--- src/rtl/pipe_ctrl_pkg.sv ---
// Shared types and constants for the pipeline control slice.
package pipe_ctrl_pkg;

   typedef enum logic {
      ST_RUN     = 1'b0,
      ST_MEMWAIT = 1'b1
   } hz_state_e;

   // Control bundle carried by ID/EX and later pipeline registers
   typedef struct packed {
      logic reg_write;
      logic mem_read;
      logic mem_write;
      logic branch;
      logic jump;
   } pipe_ctrl_t;

   // A flushed stage carries this bundle: no register or memory side effects
   localparam pipe_ctrl_t NOP_CTRL = '0;

   // Load-use hazard between the instruction in ID and a load in ID/EX; x0 never hazards
   function automatic logic load_use_hazard(
      input logic       ex_mem_read,
      input logic [4:0] ex_rd,
      input logic       uses_rs1,
      input logic [4:0] rs1,
      input logic       uses_rs2,
      input logic [4:0] rs2
   );
      return ex_mem_read && (ex_rd != 5'd0) &&
             ((uses_rs1 && (rs1 == ex_rd)) || (uses_rs2 && (rs2 == ex_rd)));
   endfunction

endpackage

--- src/rtl/pipeline_hazard_ctrl_sat_counter.sv ---
// Saturating up-counter with synchronous clear (clear wins over increment).
module sat_counter #(
   parameter int unsigned W = 16
) (
   input  logic         clk_i,
   input  logic         clr_i,
   input  logic         inc_i,
   output logic [W-1:0] cnt_o
);

   logic [W-1:0] cnt_q;
   logic [W-1:0] cnt_d;

   // Next count: hold at all-ones instead of wrapping
   always_comb begin
      cnt_d = cnt_q;
      if (clr_i) begin
         cnt_d = '0;
      end else if (inc_i && (cnt_q != '1)) begin
         cnt_d = cnt_q + 1'b1;
      end
   end

   // Count register
   always_ff @(posedge clk_i) begin
      cnt_q <= cnt_d;
   end

   assign cnt_o = cnt_q;

endmodule

--- src/rtl/pipeline_hazard_ctrl.sv ---
// Stall/flush sequencer for the 5-stage pipeline: memory wait, redirect flush, load-use stall.
module pipeline_hazard_ctrl
   import pipe_ctrl_pkg::*;
#(
   parameter int unsigned MEM_TIMEOUT = 16,
   parameter int unsigned CNT_W       = 16
) (
   input  logic             clk,
   input  logic             reset,
   input  logic [4:0]       id_rs1,
   input  logic [4:0]       id_rs2,
   input  logic             id_uses_rs1,
   input  logic             id_uses_rs2,
   input  logic [4:0]       ex_rd,
   input  logic             ex_mem_read,
   input  logic             ex_redirect,
   input  logic             mem_access,
   input  logic             dmem_ack,
   output logic             pc_en,
   output logic             if_id_stall,
   output logic             if_id_flush,
   output logic             id_ex_stall,
   output logic             id_ex_flush,
   output logic             ex_mem_stall,
   output logic             mem_wb_bubble,
   output logic             dmem_req,
   output logic             mem_err,
   output logic [CNT_W-1:0] stall_cnt,
   output logic [CNT_W-1:0] flush_cnt
);

   localparam int unsigned          WAIT_W    = $clog2(MEM_TIMEOUT) + 1;
   localparam logic [WAIT_W-1:0]    WAIT_LAST = WAIT_W'(MEM_TIMEOUT - 1);

   hz_state_e         state_q;
   logic              mem_err_q;
   logic [WAIT_W-1:0] wait_cnt;

   logic stall_enter;
   logic stall_hold;
   logic timeout_hit;
   logic freeze;
   logic redirect_fire;
   logic load_use;

   // Event decode in priority order: memory freeze, then redirect, then load-use.
   // The wait counter also counts the RUN cycle that enters MEMWAIT, so the abort
   // lands on the MEM_TIMEOUT-th frozen-or-aborting cycle of the access.
   always_comb begin
      stall_enter   = (state_q == ST_RUN) && mem_access && !dmem_ack;
      timeout_hit   = (state_q == ST_MEMWAIT) && !dmem_ack && (wait_cnt == WAIT_LAST);
      stall_hold    = (state_q == ST_MEMWAIT) && !dmem_ack && !timeout_hit;
      freeze        = stall_enter || stall_hold;
      redirect_fire = !freeze && ex_redirect;
      load_use      = !freeze && !ex_redirect &&
                      load_use_hazard(ex_mem_read, ex_rd, id_uses_rs1, id_rs1,
                                      id_uses_rs2, id_rs2);
   end

   // Mealy pipeline-register controls
   always_comb begin
      pc_en         = 1'b1;
      if_id_stall   = 1'b0;
      if_id_flush   = 1'b0;
      id_ex_stall   = 1'b0;
      id_ex_flush   = 1'b0;
      ex_mem_stall  = 1'b0;
      mem_wb_bubble = 1'b0;
      dmem_req      = mem_access && ((state_q == ST_RUN) || (state_q == ST_MEMWAIT));
      if (freeze) begin
         pc_en         = 1'b0;
         if_id_stall   = 1'b1;
         id_ex_stall   = 1'b1;
         ex_mem_stall  = 1'b1;
         mem_wb_bubble = 1'b1;
      end else begin
         if (timeout_hit) begin
            mem_wb_bubble = 1'b1;
         end
         if (redirect_fire) begin
            if_id_flush = 1'b1;
            id_ex_flush = 1'b1;
         end else if (load_use) begin
            pc_en       = 1'b0;
            if_id_stall = 1'b1;
            id_ex_flush = 1'b1;
         end
      end
   end

   // Memory handshake FSM and sticky timeout flag
   always_ff @(posedge clk) begin
      if (reset) begin
         state_q   <= ST_RUN;
         mem_err_q <= 1'b0;
      end else begin
         case (state_q)
            ST_RUN: begin
               if (stall_enter) begin
                  state_q <= ST_MEMWAIT;
               end
            end
            ST_MEMWAIT: begin
               if (dmem_ack) begin
                  state_q <= ST_RUN;
               end else if (timeout_hit) begin
                  state_q   <= ST_RUN;
                  mem_err_q <= 1'b1;
               end
            end
            default: state_q <= ST_RUN;
         endcase
      end
   end

   assign mem_err = mem_err_q;

   sat_counter #(.W(WAIT_W)) u_wait_cnt (
      .clk_i (clk),
      .clr_i (reset || !freeze),
      .inc_i (freeze),
      .cnt_o (wait_cnt)
   );

   sat_counter #(.W(CNT_W)) u_stall_cnt (
      .clk_i (clk),
      .clr_i (reset),
      .inc_i (!pc_en),
      .cnt_o (stall_cnt)
   );

   sat_counter #(.W(CNT_W)) u_flush_cnt (
      .clk_i (clk),
      .clr_i (reset),
      .inc_i (redirect_fire),
      .cnt_o (flush_cnt)
   );

endmodule

--- config.mk ---
export PLATFORM = sky130hd
export DESIGN_NAME = pipeline_hazard_ctrl
export DESIGN_NICKNAME = d
export VERILOG_FILES = /design/src/rtl/pipe_ctrl_pkg.sv /design/src/rtl/pipeline_hazard_ctrl_sat_counter.sv /design/src/rtl/pipeline_hazard_ctrl.sv
export SDC_FILE = /design/constraint.sdc
export NUM_CORES = 1
export LEC_CHECK = 0
export CORE_MARGIN = 3
export CORE_UTILIZATION = 40
export DETAILED_ROUTE_END_ITERATION = 7
export GPL_ROUTABILITY_DRIVEN = 0
export HOLD_SLACK_MARGIN = 0.02
export PLACE_DENSITY_LB_ADDON = 0.15
export SKIP_LAST_GASP = 1
export SLEW_MARGIN = 15
export SYNTH_ARGS = -nofsm -noshare
export SYNTH_HDL_FRONTEND = slang
export SYNTH_SLANG_ARGS = --single-unit
export TNS_END_PERCENT = 50
--- constraint.sdc ---
create_clock -name clk -period 5.2 [get_ports clk]
set_input_delay 0.52 -clock clk [delete_from_list [all_inputs] [get_ports clk]]
set_output_delay 0.52 -clock clk [all_outputs]
set_load 0.01 [all_outputs]
==> reports/qor.yml <==
status:
  status: "finished, final reports clean"
worst_setup_path:
  arrival_ns: 2.62
  crit_chain: "clkdlybuf4s50_1 -> or3_1 -> o311a_1 -> a21oi_1 -> clkdlybuf4s50_1"
  worstPathMaxFanout: 4
  crit_path_frequent_cell: "clkdlybuf4s50_1"
  critPathCaptureType: "output port"
  cp-start-kind: "input port"
  cp_data_required_time_ns: 4.68
  slowest_delay_ns: 0.60
  cp_slowest_cell: "clkdlybuf4s50_1"
  worstSetupPathType: "in2out"
clocking:
  numCtsBuffers: 5
  clk_latency_ns: 0.28
  clock_path_buffers: 2
  post_cts_buffers: 0
  root_buffer: "clkbuf_8"
  hold_buffers: 0
  cts_resized: 0
  cts_tree: "done"
  numClockSinks: 39
  clk_pin_slew_ns: 0.08
  ctsHtreeMaxLevel: 2
sta:
  fin_skew_ns: 0.00780
  final_hold_viol_count: 0
  drv_slew: 0
  rsz0062_at_grt: "no"
  slew_headroom_pct: 58.6
  tns_ns: 0
  worst_slack_ns: 2.06
  worst_slew_pin_slew_ns: 0.616
  fmax_mhz: 318
  layout_min_cycle_time_ns: 3.14
  period_share_pct: 60.5
  setup_viol: 0
global_routing:
  grt_use_total_pct: 16.1
  antenna_found_initial: 0
  grt_overflow: 0
  grt_pass1_wl_mm: 8.11
  grt_max_degree: 37
  grt_pass1_vias: 1810
power_and_ir_drop:
  power_mw: 0.573
  power_density_nw_per_um2: 205
  leakagePower_nw: 0.959
  vdd_drop_max_uv: 165
synth:
  synth.area.top_cells: "dfxtp_1 38%, nor2_1 7.1%, xnor2_1 6.8%"
  netlist_instances: 239
  synth_common_cells: "39 x dfxtp_1, 39 x nor2_1, 16 x xnor2_1"
  ys_ff_latch: 39
  syn_avg_cell_area_um2: 8.65
  yosys.area.top_type_share_pct: 37.8
  synthFlopType: "dfxtp_1"
  syn_nets: 267
  yosys_warnings: 0
  syn-cell-area_um2: 2070
  synth.largest_area_cell: "dfxtp_1"
  async_flop_share_pct: 0
  synth_cell_types: 43
  synth_edf_count: 0
  seq_area_frac_synth_pct: 37.8
finish:
  post_route_cells_drive_above_1_share_pct: 6.31
  synthToLayoutAreaGrowth_pct: 35.5
  antenna_cells: 0
  instances_no_fill: 368
  nNetsFinal: 328
die:
  rows: 25
  die-width_um: 77.9
  dieArea_um2: 6070
  ios: 64
  initial_core_util_pct: 42.6
  core_area_um2: 4850
  die_y_um: 77.9
detailed_routing:
  viasPerCell: 5.11
  wl_per_cell_um: 13.1
  drc_errors: 0
  first_pass_iters: 4
  drt_wl_total_mm: 4.82
  ant_nets: 0
  drt-initial-drc-count: 64
  vias: 1882
worst_hold_path:
  hp-class: "reg2reg"
place:
  dp.cells: 360
  place_ws_ns: 2.04
  dp_hpwl_mm: 3.53
  portBuffers: 63
flow_run:
  cap_violations: 0
## worst paths after layout
kind / startpoint / end / slack (ns) / cells past startpoint
min reg2reg: mem_err$_SDFFE_PP0P_ / mem_err$_SDFFE_PP0P_ / 0.48 / 2
max reg2reg: u_wait_cnt.cnt_o[0]$_SDFFE_PP0P_ / u_stall_cnt.cnt_o[11]$_SDFFE_PP0P_ / 2.57 / 10
max: ex_rd[0] / pc_en / 2.06 / 5
min: mem_err$_SDFFE_PP0P_ / mem_err$_SDFFE_PP0P_ / 0.48 / 2
## cell type report
type | count | area (um^2)
fillers | 472 | 2050
inverters | 11 | 42.5
multi-input cells | 179 | 1170
flip-flops and latches | 39 | 781
repair buffers | 64 | 638
well taps | 67 | 83.8
clock buffers | 7 | 76.3
clock inverters | 1 | 5.00
## metal layers
metal	GRT usage [%]	up-vias	part of all wire, %
met1	21.1	873	50
li1	-	959	-
met5	0	-	0
met3	4.29	4	6.0
met4	4.63	0	0.60
met2	25.9	46	43
## cell usage in the layout (no fill, tap or decap), drive strengths merged, types with 2 or more instances in the layout
cell type and count:
a21oi 13, and3 3, and4 2, clkbuf 7
clkdlybuf4s50 63, clkinv 2, dfxtp 39, ha 5
inv 10, mux2 2, mux2i 3, nand2 13
nand3 15, nand4 10, nor2 39, nor2b 3
nor3 2, nor4 3, o21ai 4, o311a 2
o31ai 8, or3 7, or4 6, xnor2 16
xor2 14
## cell families (layout without fill, tap and decap cells)
family	after synthesis	count (layout)	share of synthesized area, %
flip-flops	39	39	37.8
XOR/XNOR	30	30	12.7
multiplexers	5	5	2.91
buffers and inverters	21	83	5.45
AND/OR/NAND/NOR	107	107	27.2
AO/OA/AOI/OAI	32	32	11.0
adder cells (fa/ha/maj)	5	5	3.03
## critical path: cells and delay by family
kind	cells	cell delay, ns
buf+inv	2	1.07
compound gates	2	0.64
simple gates	1	0.41
## metrics by stage
stage	hold slack (ns)	utilization, %	area (um^2)
2_1_floorplan	0.472	-	2070
3_3_place_gp	0.451	56.1	2720
3_5_place_dp	0.462	56.1	2720
4_1_cts	0.483	57.8	2800
5_1_grt	0.505	57.8	2800
6_report	0.479	57.8	2800
## power by group
part,leakage [nW],switching [mW],internal [mW]
clock,0.0422,0.0989,0.0942
combinational,0.602,0.0333,0.0403
sequential,0.315,0.00470,0.302
total,0.959,0.137,0.436
## state kept, by name, summed over array words and instances, names as in the netlist
register and flops:
mem_err 1, state_q 1, u_flush_cnt.cnt_o 16, u_stall_cnt.cnt_o 16, u_wait_cnt.cnt_o 5
No activity file was read; power rests on OpenSTA's default activity.
